File: src/rtl/stage_mem_load_tracker_pkg.sv
`default_nettype none
// ============================================================================
//  Module   : stage_mem_load_tracker_pkg
//  Purpose  : Shared types and constants for the MEM-stage load tracker.
//             Holds the queue entry layout, the default queue depth and a
//             helper that derives a register-index width from a register
//             count.
//  Ports    : none (package)
//  Revision : 1.0 - initial release
// ============================================================================
package stage_mem_load_tracker_pkg;

    localparam int unsigned DEF_REG_NUM = 32;
    localparam int unsigned DEF_MAX_OUT = 4;

    // Register-index width for a register file of n entries; never below 1.
    function automatic int unsigned REG_IDX_W(input int unsigned n);
        return (n <= 2) ? 1 : $clog2(n);
    endfunction

    // Entry rd width. Trackers built with REG_NUM up to DEF_REG_NUM fit.
    localparam int unsigned RW = REG_IDX_W(DEF_REG_NUM);

    typedef struct packed {
        logic          valid;
        logic [RW-1:0] rd;
    } load_entry_t;

endpackage
`default_nettype wire

File: src/rtl/stage_mem_load_tracker_queue.sv
`default_nettype none
// ============================================================================
//  Module   : load_queue
//  Purpose  : Generic in-order circular buffer with push/pop, occupancy
//             count, full/empty flags and a flat view of every slot.
//  Ports    : clk, rst_n        - clock, async active-low reset
//             clear_i           - drop all entries (priority over push/pop)
//             push_i/push_data_i- enqueue request, ignored when full
//             pop_i             - dequeue request, ignored when empty
//             full_o/empty_o    - occupancy flags from registered state
//             count_o           - number of valid entries
//             head_data_o       - data at read pointer, 0 when slot invalid
//             ent_valid_o       - per-slot valid bits
//             ent_data_o        - per-slot data, slot k at [k*DATA_W +: DATA_W]
//  Revision : 1.0 - initial release
// ============================================================================
module load_queue #(
    parameter int unsigned DEPTH  = 4,
    parameter int unsigned DATA_W = 5
) (
    input  logic                       clk,
    input  logic                       rst_n,
    input  logic                       clear_i,
    input  logic                       push_i,
    input  logic [DATA_W-1:0]          push_data_i,
    input  logic                       pop_i,
    output logic                       full_o,
    output logic                       empty_o,
    output logic [$clog2(DEPTH+1)-1:0] count_o,
    output logic [DATA_W-1:0]          head_data_o,
    output logic [DEPTH-1:0]           ent_valid_o,
    output logic [DEPTH*DATA_W-1:0]    ent_data_o
);

    localparam int unsigned PTR_W = $clog2(DEPTH);
    localparam int unsigned CNT_W = $clog2(DEPTH+1);

    logic [DEPTH-1:0]             valid_q, valid_d;
    logic [DEPTH-1:0][DATA_W-1:0] data_q,  data_d;
    logic [PTR_W-1:0]             wptr_q,  wptr_d;
    logic [PTR_W-1:0]             rptr_q,  rptr_d;
    logic [CNT_W-1:0]             count_q, count_d;

    logic w_push_acc;
    logic w_pop_acc;

    assign full_o  = (count_q == CNT_W'(DEPTH));
    assign empty_o = (count_q == '0);

    // Acceptance uses registered occupancy only: a pop in the same cycle
    // never makes room for a push in that cycle.
    assign w_push_acc = push_i && !full_o;
    assign w_pop_acc  = pop_i  && !empty_o;

    always_comb begin
        valid_d = valid_q;
        data_d  = data_q;
        wptr_d  = wptr_q;
        rptr_d  = rptr_q;
        count_d = count_q;
        if (clear_i) begin
            valid_d = '0;
            wptr_d  = '0;
            rptr_d  = '0;
            count_d = '0;
        end else begin
            // Push and pop never hit the same slot: push needs a free slot,
            // pop needs an occupied one.
            if (w_push_acc) begin
                valid_d[wptr_q] = 1'b1;
                data_d[wptr_q]  = push_data_i;
                wptr_d          = wptr_q + PTR_W'(1);
            end
            if (w_pop_acc) begin
                valid_d[rptr_q] = 1'b0;
                rptr_d          = rptr_q + PTR_W'(1);
            end
            case ({w_push_acc, w_pop_acc})
                2'b10:   count_d = count_q + CNT_W'(1);
                2'b01:   count_d = count_q - CNT_W'(1);
                default: count_d = count_q;
            endcase
        end
    end

    always_ff @(posedge clk or negedge rst_n) begin
        if (!rst_n) begin
            valid_q <= '0;
            data_q  <= '0;
            wptr_q  <= '0;
            rptr_q  <= '0;
            count_q <= '0;
        end else begin
            valid_q <= valid_d;
            data_q  <= data_d;
            wptr_q  <= wptr_d;
            rptr_q  <= rptr_d;
            count_q <= count_d;
        end
    end

    assign count_o     = count_q;
    assign head_data_o = valid_q[rptr_q] ? data_q[rptr_q] : '0;
    assign ent_valid_o = valid_q;
    assign ent_data_o  = data_q;

endmodule
`default_nettype wire

File: src/rtl/stage_mem_load_tracker.sv
`default_nettype none
// ============================================================================
//  Module   : stage_mem_load_tracker
//  Purpose  : Records every outstanding data-memory load and raises the
//             ID-stage load-use stall while an ID source operand is the
//             destination of a load that has not yet returned.
//  Ports    : clk, rst_n              - clock, async active-low reset
//             flush                   - discard all outstanding loads
//             issue_valid/issue_rd    - load issued from EX/MEM
//             issue_ready             - a free slot exists
//             resp_valid              - oldest load completes
//             resp_rd                 - writeback target of oldest load
//             has_rsN/rsN_addr (N=1..3) - ID operand usage and address
//             load_stall              - hold ID
//             pending_mask            - registers with an outstanding load
//             count                   - outstanding load count
//             resp_err                - sticky: response seen while empty
//  Revision : 1.0 - initial release
// ============================================================================
module stage_mem_load_tracker
    import stage_mem_load_tracker_pkg::*;
#(
    parameter int unsigned REG_NUM = DEF_REG_NUM,
    parameter int unsigned MAX_OUT = DEF_MAX_OUT
) (
    input  logic                         clk,
    input  logic                         rst_n,
    input  logic                         flush,
    input  logic                         issue_valid,
    input  logic [$clog2(REG_NUM)-1:0]   issue_rd,
    output logic                         issue_ready,
    input  logic                         resp_valid,
    output logic [$clog2(REG_NUM)-1:0]   resp_rd,
    input  logic                         has_rs1,
    input  logic                         has_rs2,
    input  logic                         has_rs3,
    input  logic [$clog2(REG_NUM)-1:0]   rs1_addr,
    input  logic [$clog2(REG_NUM)-1:0]   rs2_addr,
    input  logic [$clog2(REG_NUM)-1:0]   rs3_addr,
    output logic                         load_stall,
    output logic [REG_NUM-1:0]           pending_mask,
    output logic [$clog2(MAX_OUT+1)-1:0] count,
    output logic                         resp_err
);

    localparam int unsigned IW = $clog2(REG_NUM);
    localparam int unsigned CW = $clog2(MAX_OUT+1);

    logic                    w_full;
    logic                    w_empty;
    logic [CW-1:0]           w_count;
    logic [RW-1:0]           w_head_rd;
    logic [MAX_OUT-1:0]      w_ent_valid;
    logic [MAX_OUT*RW-1:0]   w_ent_data;
    load_entry_t             w_entries [MAX_OUT];
    logic [REG_NUM-1:0]      w_mask;
    logic                    w_hit1, w_hit2, w_hit3;
    logic                    resp_err_q, resp_err_d;

    load_queue #(
        .DEPTH  (MAX_OUT),
        .DATA_W (RW)
    ) u_queue (
        .clk         (clk),
        .rst_n       (rst_n),
        .clear_i     (flush),
        .push_i      (issue_valid),
        .push_data_i (RW'(issue_rd)),
        .pop_i       (resp_valid),
        .full_o      (w_full),
        .empty_o     (w_empty),
        .count_o     (w_count),
        .head_data_o (w_head_rd),
        .ent_valid_o (w_ent_valid),
        .ent_data_o  (w_ent_data)
    );

    generate
        for (genvar k = 0; k < MAX_OUT; k++) begin : g_entry
            assign w_entries[k] = {w_ent_valid[k], w_ent_data[k*RW +: RW]};
        end
    endgenerate

    // The mask is the OR over valid entries, so a register loaded twice
    // stays pending until its last load retires. Bit 0 is never set: x0
    // loads only hold a slot to preserve response ordering.
    always_comb begin
        w_mask = '0;
        for (int r = 1; r < int'(REG_NUM); r++) begin
            for (int k = 0; k < int'(MAX_OUT); k++) begin
                if (w_entries[k].valid && (w_entries[k].rd == RW'(r))) begin
                    w_mask[r] = 1'b1;
                end
            end
        end
    end

    assign w_hit1 = has_rs1 && (rs1_addr != '0) && w_mask[rs1_addr];
    assign w_hit2 = has_rs2 && (rs2_addr != '0) && w_mask[rs2_addr];
    assign w_hit3 = has_rs3 && (rs3_addr != '0) && w_mask[rs3_addr];

    // A response with nothing outstanding is ignored by the queue but
    // recorded here; flush does not clear it.
    always_comb begin
        resp_err_d = resp_err_q;
        if (resp_valid && w_empty) begin
            resp_err_d = 1'b1;
        end
    end

    always_ff @(posedge clk or negedge rst_n) begin
        if (!rst_n) begin
            resp_err_q <= 1'b0;
        end else begin
            resp_err_q <= resp_err_d;
        end
    end

    assign issue_ready  = !w_full;
    assign count        = w_count;
    assign resp_rd      = IW'(w_head_rd);
    assign pending_mask = w_mask;
    assign load_stall   = w_hit1 || w_hit2 || w_hit3;
    assign resp_err     = resp_err_q;

endmodule
`default_nettype wire

File: config.mk
export PLATFORM = sky130hd
export DESIGN_NAME = stage_mem_load_tracker
export DESIGN_NICKNAME = d
export VERILOG_FILES = /design/src/rtl/stage_mem_load_tracker_pkg.sv /design/src/rtl/stage_mem_load_tracker_queue.sv /design/src/rtl/stage_mem_load_tracker.sv
export SDC_FILE = /design/constraint.sdc
export NUM_CORES = 1
export LEC_CHECK = 0
export CAP_MARGIN = 20
export CORE_UTILIZATION = 58
export CTS_CLUSTER_SIZE = 16
export DETAILED_ROUTE_END_ITERATION = 7
export PLACE_DENSITY = 0.95
export SYNTH_ARGS = -nofsm -noshare
export SYNTH_HDL_FRONTEND = slang
export SYNTH_HIERARCHICAL = 1
export SYNTH_SLANG_ARGS = --single-unit
File: constraint.sdc
create_clock -name clk -period 8.2 [get_ports clk]
set_clock_uncertainty 0.15 [all_clocks]
set_input_delay 0.82 -clock clk [delete_from_list [all_inputs] [get_ports clk]]
set_output_delay 0.82 -clock clk [all_outputs]
set_load 0.05 [all_outputs]
==> impl_metrics.csv, run 1 <==
group,metric,value,unit
outcome,status,"finished, final reports clean",
place,io_buffers,69,
synth,synth_cell_types,70,
drt,ant_nets,0,
timing,drv_slew,0,
die,start_util,0.618,
cells_and_area,n_antenna_cell,0,
worst_setup_path,reg2reg_slack,5900,ps
worst_setup_path,crit_top_cell,"clkdlybuf4s50_1",
die,core-area,6060,um2
die,die_h,82.4,um
worst_setup_path,r2r_cells,6,
power,power_density,194,nW/um2
clocking,root_buffer,"clkbuf_8",
timing,period_share,0.620,
drt,drt_pass1_iterations,7,
worst_setup_path,worstPathArrival,4110,ps
drt,wire_per_inst,22.6,um
cells_and_area,n_fill_cell,461,
timing,setup_tns,0,ps
worst_setup_path,critPathMaxStageDelay,790,ps
worst_setup_path,required,7230,ps
timing,period_needed,5080,ps
place,post-dp-hpwl,9400,um
worst_setup_path,worst-path-stages,9,
power,leakagePower,1.64,nW
clocking,clk_pin_slew_worst_paths,60,ps
timing,setup_ws,3120,ps
worst_setup_path,critical-path-top-delay-family,"buffers and inverters",
cells_and_area,final_nets,505,
worst_setup_path,critPathCaptureType,"output port",
grt,grt_usage,0.385,
grt,antenna_found_initial,0,
synth,avgSynthCellArea,8.90,um2
clocking,cts_hold_buffers,0,
power,p_total,0.873,mW
place,gp_congestion,0.996,
clocking,cts_sinks,32,
cells_and_area,syn_to_final_growth,20.4,%
clocking,ctsResizeCount,0,
worst_setup_path,path_class,"input pin to output port",
worst_setup_path,setup.worst_path.end,"load_stall",
synth,ys_async_sr_fraction,1.00,
clocking,cts_setup_buffers,0,
drt,wl,12300,um
drt,vias_per_cell,7.50,
synth,yosys_register_bits,32,
synth,yosysWarnings,6,
grt,grt-ovfl-total,0,
worst_setup_path,reg2reg_from,"u_queue/count_o[0]",
synth,synthesis.area,3750,um2
cells_and_area,drive_gt1_frac,0.130,
worst_setup_path,cp-startpoint,"rs2_addr[0]",
timing,rsz0062_at_grt,"no",
timing,setup_violations,0,
synth,yosysSeqAreaShare,0.214,
grt,use_met3,0.0912,
die,chipWidth,82.4,um
timing,max_slew_margin,0.500,
timing,finalHoldViolCount,0,
clocking,h-tree-depth,2,
cells_and_area,final_common_cell,"clkdlybuf4s50_1",
timing,worst_pin_slew,748,ps
grt,met1_usage,0.436,
drt,num_vias,4078,
timing,max_freq,197,MHz
die,dieArea,6790,um2
worst_setup_path,cp_max_fo,22,
worst_setup_path,r2r-end,"u_queue/count_o[1]",
grt,grt_pass1_wl,19600,um
synth,ys.flop_type,"dfrtp_1",
worst_setup_path,path_cells,"clkdlybuf4s50_1 -> nor2b_1 -> o21ai_0 -> a31oi_1 -> a2111oi_4 -> a311oi_1 -> or4_1 -> a221o_1 -> clkdlybuf4s50_1",
cells_and_area,mostFrequentLayoutCells,"clkdlybuf4s50_1, o22ai_1, dfrtp_1, nor2_1, mux2_2",
synth,syn_inst,421,
clocking,clk_latency,290,ps
grt,busiest_layer,"met2",
synth,syn-num-nets,458,
grt,grt_pass1_vias,3928,
clocking,cts_tree,"built",
clocking,clockBufferDepth,2,
worst_setup_path,path_buf_inv,2,
worst_setup_path,cp-start-kind,"input pin",
flow_run,max-cap-violations,0,
grt,grt_max_degree,33,
hold_path,hp-class,"flop to flop",
drt,drc,0,
synth,synth-edff-count,0,
clocking,cts_buffers,5,
worst_setup_path,cpMaxStageDelayCell,"clkdlybuf4s50_1",
cells_and_area,design_area,4510,um2
cells_and_area,fin_util,0.744,
power,ir_drop,0.205,mV
place,post_dp_cell_area,4400,um2
die,pin_count,71,
place,place_ws,3170,ps
die,fp-row-count,28,
grt,grt_use_met2,0.651,
drt,first_iter_violations,425,
Yosys cell counts (all sizes together), types with 4 or more instances:
cell type / number / area (um2)
mux2i: 10 / 100
o22ai: 43 / 282
nor2: 26 / 97.6
ha: 8 / 100
a21oi: 11 / 55.1
nor2b: 7 / 43.8
a211oi: 11 / 82.6
mux4: 14 / 315
nor3: 13 / 65.1
mux2: 25 / 285
or2: 14 / 90.1
o21ai: 8 / 40.0
or4b: 4 / 43.8
and2: 5 / 31.3
nand4: 4 / 25.0
nand2: 22 / 85.1
inv: 22 / 82.6
o221ai: 11 / 103
nand4bb: 11 / 129
dfrtp: 32 / 801
o22a: 11 / 97.6
buf: 17 / 85.1
nand3: 6 / 30.0
nand4b: 13 / 114
nand2b: 13 / 81.3
nor3b: 4 / 52.6
clkbuf: 13 / 51.3
per-stage QoR:
step / instances / hold WS [ps]
3_3_place_gp: 536 / 292
5_1_grt: 544 / 347
6_report: 544 / 336
3_5_place_dp: 536 / 325
4_1_cts: 544 / 344
2_1_floorplan: 421 / 374
cell families (layout without fill, tap and decap cells):
logic type / after synthesis / in the layout / synth area share
DFF: 32 / 32 / 0.214
and+or+nand+nor: 151 / 151 / 0.255
muxes: 49 / 49 / 0.187
buffers and inverters: 52 / 100 / 0.0584
other: 1 / 1 / 0.00100
AOI/OAI and AO/OA: 123 / 123 / 0.244
xor gates and xnor gates: 4 / 4 / 0.00935
adders and majority gates: 9 / 9 / 0.0321
worst reg2reg max path, delay by kind of cell (launching register included):
kind            cells  cell delay [ps]
fa+ha+maj           1              510
flops               1              530
simple gates        3              510
compound gates      2              460
report_power, final:
part / leakage, nW / internal [mW] / switching, mW / total, mW
Combinational: 1.17 / 0.175 / 0.246 / 0.421
Sequential: 0.408 / 0.202 / 0.105 / 0.307
Clock: 0.0552 / 0.0900 / 0.0559 / 0.146
registers in the layout (all words and copies together), names as in the netlist:
name and count:
u_queue/count_o 3, u_queue/wptr_q 2, resp_err 1, u_queue/ent_valid_o 4, u_queue/ent_data_o 20, u_queue/rptr_q 2
per-layer routing:
metal,vias up,share of wire
met3,84,0.099
li1,1750,-
met5,-,0
met2,306,0.49
met4,0,0.059
met1,1938,0.35
how the worst min path moves through the flow:
stage,from,to,slack [ps],depth (start not counted)
finish,resp_err,resp_err,340,1
global route,resp_err,resp_err,350,1
CTS,resp_err,resp_err,340,1
detailed placement,resp_err,resp_err,330,1
global placement,resp_err,resp_err,290,1
floorplan,rst_n,resp_err,370,0
area by class of cell:
type | count | area (um2) | area share
clock buffer | 6 | 72.6 | 0.0161
clock inverter | 2 | 35.0 | 0.00777
inverter | 22 | 82.6 | 0.0183
multi-input combinational | 337 | 2730 | 0.605
sequential | 32 | 801 | 0.178
tap | 75 | 93.8 | 0.0208
timing repair buffer | 70 | 698 | 0.155
Power figures use the tool's default switching activity.
==> run 2: changes to the inputs <==
Settings changed: CORE_UTILIZATION 58 to 49, PLACE_DENSITY 0.95 to 0.86.
Clock period 8.2 ns to 4.65 ns, I/O delays scaled along.
==> impl_metrics.csv, run 2 (synthesis gave the netlist of run 1 again) <==
group,metric,value,unit
outcome,status,"finished, final reports clean",
power,power_density,325,nW/um2
drt,wl,11900,um
timing,worst_pin_slew,738,ps
flow_run,max-cap-violations,0,
drt,first_iter_violations,513,
clocking,cts_tree,"built",
drt,vias_per_cell,7.00,
grt,grt_pass1_wl,18600,um
worst_setup_path,critical-path-top-delay-family,"compound AO/OA/AOI/OAI gates",
worst_setup_path,reg2reg_slack,2330,ps
worst_setup_path,cpMaxStageDelayCell,"clkdlybuf4s50_1",
grt,antenna_found_initial,0,
place,post-dp-hpwl,9160,um
drt,drt_pass1_iterations,5,
die,dieArea,8000,um2
clocking,cts_buffers,5,
grt,grt_usage,0.306,
worst_setup_path,cp-start-kind,"flop",
worst_setup_path,critPathMaxStageDelay,690,ps
cells_and_area,mostFrequentLayoutCells,"clkdlybuf4s50_1, o22ai_1, dfrtp_1, nor2_1, mux2_2",
timing,period_share,0.965,
worst_setup_path,r2r_cells,8,
grt,grt_pass1_vias,3700,
drt,ant_nets,0,
timing,setup_violations,0,
clocking,clk_latency,280,ps
hold_path,hp-class,"flop to flop",
clocking,cts_hold_buffers,0,
timing,rsz0062_at_grt,"no",
clocking,h-tree-depth,2,
cells_and_area,largest_reg_flops,20,
drt,wl_met2,5350,um
worst_setup_path,path_cells,"or2_0 -> o22a_1 -> o221ai_1 -> mux2_2 -> a211oi_1 -> a211oi_1 -> or4_1 -> a221o_1 -> clkdlybuf4s50_1",
drt,top_layer,"met4",
worst_setup_path,reg2reg_from,"u_queue/count_o[1]",
cells_and_area,drive_gt1_frac,0.130,
power,ir_drop,0.299,mV
worst_setup_path,critPathCaptureType,"output port",
die,die_h,89.5,um
worst_setup_path,cp_max_fo,7,
worst_setup_path,r2r-end,"u_queue/count_o[2]",
worst_setup_path,path_buf_inv,1,
die,core-area,7330,um2
grt,grt-ovfl-total,0,
cells_and_area,n_fill_cell,625,
clocking,clk_pin_slew_worst_paths,60,ps
place,gp_congestion,0.972,
worst_setup_path,path_class,"flop to output port",
drt,num_vias,3975,
die,pin_count,71,
cells_and_area,final_common_cell,"clkdlybuf4s50_1",
clocking,clockBufferDepth,2,
cells_and_area,final_nets,506,
die,fp-row-count,31,
die,chipWidth,89.5,um
worst_setup_path,required,4030,ps
timing,whs,309,ps
timing,finalHoldViolCount,0,
clocking,ctsResizeCount,0,
place,io_buffers,69,
drt,drc,0,
die,start_util,0.511,
worst_setup_path,crit_top_cell,"a211oi_1",
power,leakagePower,1.63,nW
grt,grt_max_degree,33,
clocking,cts_sinks,32,
timing,drv_slew,0,
hold_path,min_from,"resp_err",
hold_path,holdPathStages,1,
drt,wl_met1,5270,um
worst_setup_path,worstPathArrival,3870,ps
drt,wl_met3,1090,um
timing,setup_tns,0,ps
clocking,cts_setup_buffers,0,
cells_and_area,syn_to_final_growth,20.6,%
drt,wire_per_inst,21.0,um
timing,max_freq,223,MHz
timing,period_needed,4490,ps
cells_and_area,n_antenna_cell,0,
clocking,root_buffer,"clkbuf_8",
hold_path,hold_end,"resp_err",
timing,max_slew_margin,0.506,
## run 2: cell count changes in the layout (fill, tap and decap cells not counted)
cell / change
buf_4: +1
bufinv_16: -1
## run 2: through the flow
step	utilization	area [um2]	std cells	total power, mW	worst slack (ps)
global route	0.616	4520	568	1.54	68.4
finish	0.616	4520	568	1.47	164
detailed placement	0.606	4440	561	1.25	452
CTS	0.616	4520	568	1.44	247
floorplan	-	3750	421	1.03	787
global placement	0.606	4440	561	1.22	553
## run 2: worst register-to-register path: cells and delay by family (launching register included)
family | cells | cell delay (ps)
AOI/OAI and AO/OA | 2 | 220
xor gates and xnor gates | 1 | 160
and+or+nand+nor | 4 | 800
adders and majority gates | 1 | 400
DFF | 1 | 520
## run 2: area by class of cell
cell class	instances	area, um2	area share
inverter	22	82.6	0.0183
clock buffer	6	72.6	0.0161
clock inverter	1	5.00	0.00111
sequential	32	801	0.177
multi-input combinational	337	2730	0.604
tap	99	124	0.0274
timing repair buffer	71	706	0.156
## run 2: power breakdown
part	switching [mW]	internal, mW	total, mW
logic	0.422	0.308	0.730
clock network	0.0955	0.102	0.197
registers	0.186	0.356	0.542
## run 2: how the worst max path moves through the flow
| stage | startpoint | end | cells after the start |
|---|---|---|---|
| floorplan | u_queue/ent_data_o[4] | load_stall | 7 |
| global placement | rs2_addr[2] | load_stall | 9 |
| detailed placement | rs2_addr[2] | load_stall | 9 |
| CTS | u_queue/ent_data_o[10] | load_stall | 8 |
| global route | u_queue/ent_data_o[9] | load_stall | 8 |
| finish | u_queue/ent_data_o[8] | load_stall | 9 |
## run 2: layer usage
| metal | global-route usage | up-vias |
|---|---|---|
| met3 | 0.0637 | 38 |
| met5 | 0 | - |
| li1 | - | 1757 |
| met4 | 0.104 | 0 |
| met1 | 0.442 | 1949 |
| met2 | 0.453 | 231 |
==> run 3: changes to the inputs <==
Settings changed: HOLD_SLACK_MARGIN set to 0.12.
==> results of run 3 <==
No change in the layout: final DEF, timing and power equal those of run 2.
